<file path="src/rtl/expo_pkg.sv">
// expo_pkg: shared widths and loader state for the Montgomery exponentiation datapath.
package expo_pkg;
    localparam int OP_W = 192;
    localparam int WORD_W = 32;
    localparam int NWORDS = OP_W / WORD_W;
    localparam int CNT_W = $clog2(NWORDS);
    typedef enum logic [2:0] {IDLE, LOAD_X, LOAD_Y, FIRE, WAIT} loader_state_t;
endpackage

</file>
<file path="src/rtl/expo_operand_loader_if.sv">
// expo_operand_loader_if: word stream feeding the operand loader.
interface expo_operand_loader_if;
    import expo_pkg::*;
    logic [WORD_W-1:0] in_data;
    logic in_valid;
    logic in_ready;
    modport master (output in_data, output in_valid, input in_ready);
    modport slave (input in_data, input in_valid, output in_ready);
endinterface

</file>
<file path="src/rtl/expo_operand_loader.sv">
// expo_operand_loader: assembles x then y from a word stream, fires the core once, waits for done.
module expo_operand_loader
    import expo_pkg::*;
(
    input  logic                  clk,
    input  logic                  reset,
    expo_operand_loader_if.slave  src,
    input  logic                  flush,
    input  logic                  expo_done,
    output logic [OP_W-1:0]       x_out,
    output logic [OP_W-1:0]       y_out,
    output logic                  start,
    output logic                  busy
);
    loader_state_t state;
    logic [CNT_W-1:0] cnt;
    logic done_q;
    logic last;
    logic done_rise;
    assign src.in_ready = (state == LOAD_X) || (state == LOAD_Y);
    assign last = cnt == CNT_W'(NWORDS - 1);
    // done_q tracks expo_done in every state, so a level already high before WAIT is not an edge
    assign done_rise = expo_done && !done_q;
    always_ff @(posedge clk or posedge reset) begin
        if (reset) begin
            state <= IDLE;
            cnt <= '0;
            x_out <= '0;
            y_out <= '0;
            start <= 1'b0;
            busy <= 1'b0;
            done_q <= 1'b0;
        end else begin
            done_q <= expo_done;
            start <= 1'b0;
            case (state)
                IDLE: state <= LOAD_X;
                LOAD_X, LOAD_Y: begin
                    if (flush) begin
                        state <= LOAD_X;
                        cnt <= '0;
                        x_out <= '0;
                        y_out <= '0;
                    end else if (src.in_valid) begin
                        if (state == LOAD_X) x_out[WORD_W*cnt +: WORD_W] <= src.in_data;
                        else y_out[WORD_W*cnt +: WORD_W] <= src.in_data;
                        cnt <= last ? '0 : cnt + 1'b1;
                        if (last) begin
                            state <= (state == LOAD_X) ? LOAD_Y : FIRE;
                            start <= state == LOAD_Y;
                            busy <= state == LOAD_Y;
                        end
                    end
                end
                FIRE: state <= WAIT;
                WAIT: begin
                    if (done_rise) begin
                        state <= LOAD_X;
                        cnt <= '0;
                        busy <= 1'b0;
                    end
                end
                default: state <= IDLE;
            endcase
        end
    end
endmodule

</file>
<file path="src/flat_wrapper.sv">
// flat-port wrapper written by rule: the top's interface ports become plain ports
module expo_operand_loader_flat import expo_pkg::*;
  (clk, reset, flush, expo_done, x_out, y_out, start, busy, src_in_data, src_in_valid, src_in_ready);
  expo_operand_loader_if src_i ();
  input  logic clk;
  input  logic reset;
  input  logic flush;
  input  logic expo_done;
  output logic [OP_W-1:0] x_out;
  output logic [OP_W-1:0] y_out;
  output logic start;
  output logic busy;
  input wire logic [$bits(src_i.in_data)-1:0] src_in_data;
  input wire logic [$bits(src_i.in_valid)-1:0] src_in_valid;
  output wire logic [$bits(src_i.in_ready)-1:0] src_in_ready;
  assign src_i.in_data = src_in_data;
  assign src_i.in_valid = src_in_valid;
  assign src_in_ready = src_i.in_ready;
  expo_operand_loader u_core (.clk(clk), .reset(reset), .src(src_i), .flush(flush), .expo_done(expo_done), .x_out(x_out), .y_out(y_out), .start(start), .busy(busy));
endmodule
</file>
<file path="config.mk">
export PLATFORM = sky130hd
export DESIGN_NAME = expo_operand_loader_flat
export DESIGN_NICKNAME = d
export VERILOG_FILES = /design/src/rtl/expo_pkg.sv /design/src/rtl/expo_operand_loader_if.sv /design/src/rtl/expo_operand_loader.sv /design/src/flat_wrapper.sv
export SDC_FILE = /design/constraint.sdc
export NUM_CORES = 1
export LEC_CHECK = 0
export ABC_AREA = 0
export CORE_UTILIZATION = 35
export CTS_CLUSTER_DIAMETER = 50
export DETAILED_ROUTE_END_ITERATION = 10
export HOLD_SLACK_MARGIN = 0.1
export PLACE_DENSITY_LB_ADDON = 0.2
export SYNTH_ARGS = -nofsm -noshare
export SYNTH_HDL_FRONTEND = slang
export SYNTH_SLANG_ARGS = --single-unit
</file>
<file path="constraint.sdc">
create_clock -name clk -period 29.3 [get_ports clk]
set_clock_uncertainty 0.2 [all_clocks]
set_input_delay 7.325 -clock clk [delete_from_list [all_inputs] [get_ports clk]]
set_output_delay 7.325 -clock clk [all_outputs]
set_load 0.05 [all_outputs]
</file>
==> results.py, run 1 <==
metrics = {
    "worst_hold_path": {
        "hold_path.startpoint": "u_core.y_out[183]",
        "min_delay_path_depth": 1,
        "min_to": "u_core.y_out[183]",
        "hold_path.class": "flip-flop to flip-flop",
    },
    "clock_network": {
        "clockBufferDepth": 3,
        "ctsHoldBuffers": 0,
        "cts-root-buf": "clkbuf_16",
        "clkTransAtPathRegs_ns": 0.06,
        "cts_buffers": 46,
        "clock_sinks": 393,
        "htreeDepth": 2,
        "cts_tree": "built",
        "clk_latency_ns": 0.57,
        "ctsResizeCount": 0,
        "post_cts_buffers": 0,
    },
    "global_routing": {
        "grt_pass1_vias": 11900,
        "grtUsageTotal_pct": 25.0,
        "antenna_found_initial": 0,
        "grt_max_degree": 173,
        "grt_pass1_wl_um": 82800,
        "grt.overflow.total": 0,
    },
    "timing": {
        "setup_viol": 0,
        "hold_viol_final": 0,
        "fin_tns_setup_ns": 0,
        "fin_crit_ns": 10.16,
        "drv_slew": 0,
        "rsz0062_at_grt": "no",
        "slew_headroom_pct": 25.5,
        "worst_pin_slew_ns": 1.11,
        "finalCritPeriodShare_pct": 34.7,
        "max_freq_mhz": 98.4,
    },
    "placement": {
        "port_buffers": 423,
        "dp.cells": 2045,
        "place_area_mm2": 0.0202,
        "gp_congestion": 0.832,
        "dp_hpwl_um": 37100,
    },
    "worst_setup_path": {
        "rr_endpoint": "u_core.y_out[126]",
        "worstSetupEndpointType": "output pin",
        "reg2reg_from": "u_core.cnt[0]",
        "worstPathMaxFanout": 11,
        "reg2reg_depth": 8,
        "reg2reg_setup_slack_ns": 25.17,
        "cp-start-kind": "flip-flop",
        "arrival_ns": 2.63,
        "criticalPathCategory": "flip-flop to output pin",
        "critPathRequiredTime_ns": 21.77,
    },
    "layout": {
        "fin_nets": 1550,
        "n_antenna_cell": 0,
        "final_cells": 2130,
        "fin_area_mm2": 0.0217,
        "area_growth_pct": 39.4,
        "drive_gt1_share_pct": 13.3,
        "final_util_pct": 49.9,
    },
    "logic_synthesis": {
        "synth-edff-count": 0,
        "mappedNetlistArea_mm2": 0.0156,
        "syn-mean-instance-area_um2": 13.7,
        "ys_seq_area_share_pct": 63.0,
        "ys.flop_type": "dfrtp_1",
        "synth-seq-cells": 393,
        "yosys_warnings": 0,
        "syn_nets": 1185,
        "syn_inst": 1143,
        "yosysUniqueCellTypes": 50,
        "postSynth.asyncResetShare_pct": 100,
    },
    "flow_run": {
        "maxCapViolCount": 0,
    },
    "detailed_routing": {
        "wirelength_um": 57100,
        "avgRoutedWirePerCell_um": 26.8,
        "drtAntennaViolNets": 0,
        "drt_pass1_iterations": 5,
        "drtIter0Drc": 974,
        "vias": 11900,
        "via_per_inst": 5.60,
        "drcViolationCount": 0,
    },
    "floorplanning": {
        "dieArea_mm2": 0.0454,
        "row_count": 76,
        "io_pins": 424,
        "fp.dieH_um": 213,
        "start_util_pct": 35.8,
        "core_region_area_mm2": 0.0436,
        "die_w_um": 213,
    },
    "status": {
        "status": "completed",
    },
    "power_and_ir_drop": {
        "p_leak_nw": 9.63,
        "peakVddDrop_v": 0.0000525,
        "powerDensity_mw_per_mm2": 60.7,
        "power_mw": 1.32,
    },
}
[cell usage in the layout, fill, tap and decap left out, types with 3 or more instances in the layout]
cell and instances:
o21ai_0 22, o311ai_2 9, o41ai_1 12, o2bb2ai_1 45, inv_1 20, mux2_2 62, o311ai_0 7, clkinvlp_4 3
a32o_1 54, nand2_1 40, clkbuf_8 8, nor2_1 9, nor3_4 6, clkbuf_16 46, clkinv_2 6, clkdlybuf4s50_1 422
clkbuf_1 9, buf_4 24, and3_1 33, clkinv_4 3, nor4_4 3, nand3_1 35, inv_6 3, o211ai_1 4
inv_8 3, nor3_2 3, dfrtp_1 392, nand3_2 3, o22ai_1 3, ha_1 5, bufinv_16 4, a21oi_1 3
a22o_1 202, nand2b_1 3
[report_power, final]
part / total, mW / switching (mW) / internal, mW / leakage [nW]
registers: 0.566 / 0.00965 / 0.557 / 5.46
clock network: 0.587 / 0.238 / 0.348 / 0.760
logic: 0.167 / 0.120 / 0.0470 / 3.41
total: 1.32 / 0.368 / 0.952 / 9.63
[flip-flops by register name (all words and copies together), names as in the netlist]
signal	count
u_core.start	1
u_core.cnt	3
u_core.state	3
u_core.x_out	192
u_core.busy	1
u_core.done_q	1
u_core.y_out	192
[metrics by stage]
stage	setup WS (ns)	hold WS (ns)
2_1_floorplan	10.85	0.329
3_3_place_gp	18.74	0.273
3_5_place_dp	18.63	0.273
4_1_cts	19.15	0.292
5_1_grt	19.03	0.298
6_report	19.14	0.288
[synth_stat cells, types with 7 or more instances]
| library cell | instances | area (um^2) |
|---|---|---|
| a22o_1 | 202 | 1770 |
| a32o_1 | 54 | 541 |
| and3_1 | 33 | 206 |
| buf_1 | 13 | 48.8 |
| buf_2 | 31 | 155 |
| buf_4 | 10 | 75.1 |
| buf_6 | 9 | 101 |
| clkbuf_1 | 68 | 255 |
| dfrtp_1 | 393 | 9830 |
| inv_1 | 21 | 78.8 |
| mux2_2 | 62 | 698 |
| nand2_1 | 40 | 150 |
| nand3_1 | 38 | 190 |
| nor2_1 | 9 | 33.8 |
| o21ai_0 | 22 | 110 |
| o2bb2ai_1 | 45 | 394 |
| o311ai_0 | 7 | 61.3 |
| o311ai_2 | 9 | 146 |
| o41ai_1 | 12 | 105 |
[kinds of logic (layout without fill, tap and decap cells)]
family	Yosys count	count (layout)	synth area share (%)
flops	393	393	63.0
compound gates	372	372	21.3
simple gates	154	154	5.97
buf+inv	154	556	4.63
mux	64	64	4.62
fa+ha+maj	5	5	0.401
xor+xnor	1	1	0.0561
[final cells by class]
| class | instances | area (um^2) |
|---|---|---|
| fill | 3876 | 21800 |
| clock buffer | 63 | 1290 |
| clock inverter | 22 | 264 |
| timing repair buffer | 448 | 4430 |
| multi-input combinational | 596 | 5100 |
| tap | 585 | 732 |
| sequential | 393 | 9840 |
| inverter | 23 | 93.8 |
[how the worst max path moves through the flow]
stage                          startpoint                end  depth (start not counted)
final                     u_core.state[1]       src_in_ready                          3
after CTS                 u_core.state[1]       src_in_ready                          3
after global routing      u_core.state[1]       src_in_ready                          3
after floorplan                     reset        u_core.busy                          1
after detailed placement            flush  u_core.y_out[140]                          6
after global placement              flush  u_core.y_out[151]                          6
[worst max-delay path, cell delays in order, from the launching register on]
cell             delay (ns)
dfrtp_1                0.49
nand2b_1               0.42
a21oi_1                0.30
clkdlybuf4s50_1        0.85
[routing by layer]
layer | share of wire, % | track usage [%]
met1 | 42 | 33.5
met2 | 47 | 39.0
met4 | 2.7 | 7.54
met5 | 0 | 0
met3 | 8.4 | 7.50
Note: power is estimated with default switching activity, not from simulation.
==> run 2, diff against run 1 <==
- clock period: 29.3 -> 9.5 ns (I/O delays scaled with it)
==> run 2 against run 1 <==
Net effect:
- clock-buffer cell count rose by 3
- non-clock buffer count is the same
- register-to-register slack worse by 20 ns
- first-iteration DRC count increased by 0.41%
- wire length fell by 1.4%
- worst hold slack got worse by 0.0046 ns
- design area is essentially flat
- critical endpoint unchanged
==> results.py, run 2 (synthesized netlist as in run 1, its figures left out) <==
metrics = {
    "floorplanning": {
        "io_pins": 424,
        "fp.dieH_um": 213,
        "dieArea_mm2": 0.0454,
        "start_util_pct": 35.8,
        "core_region_area_mm2": 0.0436,
        "row_count": 76,
        "die_w_um": 213,
    },
    "layout": {
        "fin_area_mm2": 0.0217,
        "fin_nets": 1552,
        "final_cell_mix": "422 x clkdlybuf4s50_1, 392 x dfrtp_1, 202 x a22o_1",
        "top_regs": "u_core.x_out x192, u_core.y_out x192",
        "drive_gt1_share_pct": 13.3,
        "area_growth_pct": 39.3,
        "final_cells": 2132,
        "final_common_cell": "clkdlybuf4s50_1",
    },
    "clock_network": {
        "ctsResizeCount": 0,
        "post_cts_buffers": 0,
        "clkTransAtPathRegs_ns": 0.06,
        "cts_tree": "built",
        "cts-root-buf": "clkbuf_16",
        "ctsHoldBuffers": 0,
        "clock_sinks": 393,
        "clockBufferDepth": 3,
        "clk_latency_ns": 0.57,
        "htreeDepth": 2,
        "cts_buffers": 48,
    },
    "global_routing": {
        "grt_pass1_wl_um": 81900,
        "antenna_found_initial": 2,
        "grt_pass1_vias": 12100,
        "grt.overflow.total": 0,
        "grt_max_degree": 172,
        "grtUsageTotal_pct": 24.6,
    },
    "placement": {
        "dp_hpwl_um": 36800,
        "place_area_mm2": 0.0202,
        "port_buffers": 423,
        "dp.cells": 2045,
        "place_ws_ns": 3.78,
        "gp_congestion": 0.867,
    },
    "detailed_routing": {
        "top_layer": "met4",
        "met1_length_um": 23500,
        "via_per_inst": 5.61,
        "drtIter0Drc": 978,
        "met3_length_um": 4820,
        "avgRoutedWirePerCell_um": 26.4,
        "drtAntennaViolNets": 0,
        "drcViolationCount": 0,
        "drt_pass1_iterations": 5,
        "vias": 12000,
        "wirelength_um": 56300,
        "wl_met2_um": 26500,
    },
    "worst_setup_path": {
        "cp-start-kind": "flip-flop",
        "critPathLaunch": "u_core.state[1]",
        "critPathRequiredTime_ns": 6.93,
        "arrival_ns": 2.65,
        "worstSetupEndpointType": "output pin",
        "reg2reg_from": "u_core.cnt[0]",
        "worstPathMaxFanout": 11,
        "criticalPathCategory": "flip-flop to output pin",
    },
    "power_and_ir_drop": {
        "power_mw": 4.04,
        "powerDensity_mw_per_mm2": 186,
        "p_sw_mw": 1.13,
        "cell_internal_pwr_mw": 2.91,
        "p_leak_nw": 9.61,
        "pwr-share-clk_pct": 44.1,
        "seqPwrFrac_pct": 43.2,
        "switching_share_pct": 27.9,
        "pwr-share-comb_pct": 12.7,
        "peakVddDrop_v": 0.000146,
    },
    "timing": {
        "setup_viol": 0,
        "slew_headroom_pct": 24.3,
        "fin_tns_setup_ns": 0,
        "hold_viol_final": 0,
        "drv_slew": 0,
        "fin_crit_ns": 5.23,
        "worst_pin_slew_ns": 1.13,
        "finalCritPeriodShare_pct": 55.0,
        "layout_setup_ws_ns": 4.27,
        "rsz0062_at_grt": "no",
        "max_freq_mhz": 191,
    },
    "flow_run": {
        "maxCapViolCount": 0,
    },
    "worst_hold_path": {
        "hold_path.class": "flip-flop to flip-flop",
        "hold_path.startpoint": "u_core.y_out[116]",
    },
    "status": {
        "status": "completed",
    },
}
==> run 2: changes by cell type in the layout (fill, tap and decap cells not counted), sizes merged <==
cell      before  now
bufinv         4    2
clkinvlp       3    5
clkinv        10    9
clkbuf        63   66
inv           28   27
diode          0    1
==> run 2: cell type report <==
cell class,count,area (um^2)
fillers,3923,21800
inverters,23,90.1
well taps,585,732
diodes,1,2.50
clock inverters,20,185
flip-flops and latches,393,9840
clock buffers,66,1350
repair buffers,448,4440
multi-input cells,596,5100
==> run 2: metrics by stage <==
| stage | hold slack, ns | util (%) |
|---|---|---|
| 2_1_floorplan | 0.329 | - |
| 3_3_place_gp | 0.270 | 46.4 |
| 3_5_place_dp | 0.276 | 46.4 |
| 4_1_cts | 0.290 | 49.9 |
| 5_1_grt | 0.300 | 49.9 |
| 6_report | 0.284 | 49.9 |
==> run 2: power groups by stage <==
| stage | logic, mW | registers [mW] | clock network [mW] |
|---|---|---|---|
| 5_1_grt | 0.542 | 1.75 | 1.88 |
| 6_report | 0.514 | 1.75 | 1.78 |
| 2_1_floorplan | 0.180 | 1.92 | 0 |
| 3_3_place_gp | 0.514 | 1.77 | 0 |
| 4_1_cts | 0.518 | 1.74 | 1.82 |
| 3_5_place_dp | 0.517 | 1.77 | 0 |
==> run 2: worst paths after layout <==
path,end,slack (ns),depth (start not counted)
worst max-delay path,src_in_ready,4.27,3
worst min-delay path,u_core.y_out[116],0.28,1
worst max register to register,u_core.y_out[112],5.32,8
worst min register to register,u_core.y_out[116],0.28,1
max in group asynchronous,u_core.x_out[29],5.20,4
min in group asynchronous,u_core.start,2.14,2
==> run 2: layer usage <==
layer	vias up	global-route usage [%]
li1	5100	-
met2	509	38.9
met4	0	7.91
met3	85	6.84
met1	6258	32.5
met5	-	0
==> run 2: worst max-delay path: stages, from the launching register on <==
cell,delay (ns)
dfrtp_1,0.49
nand2b_1,0.42
a21oi_1,0.31
clkdlybuf4s50_1,0.86
==> run 3, diff against run 2 <==
- clock period: 9.5 -> 4.2 ns (I/O delays scaled with it)
==> run 3 against run 2 <==
Net effect:
- critical path type unchanged
- critical path depth stayed put
- non-clock buffer count increased by 31
- register-to-register slack got worse by 4.6 ns
- final cell count grew 1.1%
- design area grew 1.2%
- sequential power rose by 130%
==> results.py, run 3 (synthesized netlist as in run 1, its figures left out) <==
metrics = {
    "status": {
        "status": "completed",
    },
    "floorplanning": {
        "io_pins": 424,
        "fp.dieH_um": 213,
        "die_w_um": 213,
        "dieArea_mm2": 0.0454,
        "row_count": 76,
        "core_region_area_mm2": 0.0436,
        "start_util_pct": 35.8,
    },
    "layout": {
        "fin_area_mm2": 0.0220,
        "final_cell_mix": "422 x clkdlybuf4s50_1, 392 x dfrtp_1, 202 x a22o_1",
        "area_growth_pct": 41.0,
        "fin_nets": 1580,
        "fillers": 3882,
        "top_regs": "u_core.x_out x192, u_core.y_out x192",
        "drive_gt1_share_pct": 14.9,
        "final_common_cell": "clkdlybuf4s50_1",
        "final_util_pct": 50.5,
    },
    "clock_network": {
        "clock_sinks": 393,
        "post_cts_buffers": 0,
        "cts_buffers": 45,
        "clkTransAtPathRegs_ns": 0.06,
        "clockBufferDepth": 3,
        "cts_tree": "built",
        "ctsResizeCount": 0,
        "cts-root-buf": "clkbuf_16",
        "ctsHoldBuffers": 0,
        "htreeDepth": 2,
        "clk_latency_ns": 0.57,
    },
    "detailed_routing": {
        "via_per_inst": 5.63,
        "wirelength_um": 57400,
        "drcViolationCount": 0,
        "vias": 12100,
        "drtIter0Drc": 1043,
        "avgRoutedWirePerCell_um": 26.7,
        "drt_pass1_iterations": 7,
        "drtAntennaViolNets": 0,
    },
    "power_and_ir_drop": {
        "peakVddDrop_v": 0.000301,
        "powerDensity_mw_per_mm2": 418,
        "p_leak_nw": 9.77,
    },
    "global_routing": {
        "grt_max_degree": 80,
        "grt.overflow.total": 0,
        "grt_pass1_wl_um": 83200,
        "grtUsageTotal_pct": 25.0,
        "grt_pass1_vias": 12400,
        "antenna_found_initial": 3,
    },
    "timing": {
        "fin_crit_ns": 3.84,
        "worst_pin_slew_ns": 1.19,
        "finalCritPeriodShare_pct": 91.4,
        "hold_viol_final": 0,
        "whs_ns": 0.286,
        "drv_slew": 0,
        "slew_headroom_pct": 20.0,
        "setup_viol": 0,
        "layout_setup_ws_ns": 0.361,
        "rsz0062_at_grt": "no",
        "max_freq_mhz": 260,
    },
    "placement": {
        "dp_hpwl_um": 38600,
        "gp_congestion": 0.863,
        "place_area_mm2": 0.0205,
        "port_buffers": 423,
        "place_ws_ns": 0.547,
    },
    "worst_setup_path": {
        "worstSetupEndpointType": "output pin",
        "critPathRequiredTime_ns": 2.95,
        "worstPathMaxFanout": 11,
        "criticalPathCategory": "flip-flop to output pin",
        "cp-start-kind": "flip-flop",
        "arrival_ns": 2.59,
    },
    "flow_run": {
        "maxCapViolCount": 0,
    },
    "worst_hold_path": {
        "hold_path.class": "flip-flop to flip-flop",
    },
}
[run 3: cell types whose count changed in the layout (fill, tap and decap cells not counted), sizes merged]
cell | before | now
inv | 27 | 28
clkinv | 9 | 4
bufinv | 2 | 4
clkbuf | 66 | 61
buf | 26 | 57
clkinvlp | 5 | 4
[run 3: routing by layer]
| layer | routed length (um) | up-vias | global-route usage (%) |
|---|---|---|---|
| met3 | 5090 | 110 | 7.38 |
| met4 | 2250 | 4 | 10.7 |
| met1 | 24000 | 6339 | 33.0 |
| met5 | 29 | - | 0 |
| li1 | - | 5148 | - |
| met2 | 26100 | 536 | 38.3 |
[run 3: critical path, cell delays in order, from the launching register on]
cell	delay, ns
dfrtp_1	0.50
nand2b_1	0.42
a21oi_1	0.24
clkdlybuf4s50_1	0.85
[run 3: metrics by stage]
| stage | power, mW | std cells | TNS (ns) |
|---|---|---|---|
| 6_report | 9.20 | 2155 | 0 |
| 3_5_place_dp | 5.22 | 2076 | 0 |
| 5_1_grt | 9.48 | 2154 | 0 |
| 2_1_floorplan | 4.74 | 1143 | -918.78 |
| 4_1_cts | 9.28 | 2154 | 0 |
| 3_3_place_gp | 5.22 | 2076 | 0 |
[run 3: layout make-up]
type	instances	area (um^2)	share of cell area (%)
diodes	1	2.50	0.0114
clock buffers	61	1290	5.85
clock inverters	17	235	1.07
inverters	23	90.1	0.410
multi-input cells	596	5100	23.2
flip-flops and latches	393	9840	44.7
well taps	585	732	3.33
repair buffers	479	4710	21.4
[run 3: power by group]
part | total [mW] | switching (mW) | internal (mW)
registers | 3.95 | 0.0702 | 3.88
logic | 1.20 | 0.848 | 0.352
clock network | 4.05 | 1.64 | 2.41
total | 9.20 | 2.56 | 6.64
[run 3: worst paths after layout]
path	end	cells after the start	slack [ns]	startpoint
min in group asynchronous	u_core.x_out[45]	2	0.83	reset
worst min-delay path	u_core.y_out[38]	1	0.29	u_core.y_out[38]
worst min register to register	u_core.y_out[38]	1	0.29	u_core.y_out[38]
worst max register to register	u_core.y_out[1]	8	0.76	u_core.cnt[0]
worst max-delay path	src_in_ready	3	0.36	u_core.state[1]
max in group asynchronous	u_core.x_out[41]	3	2.06	reset
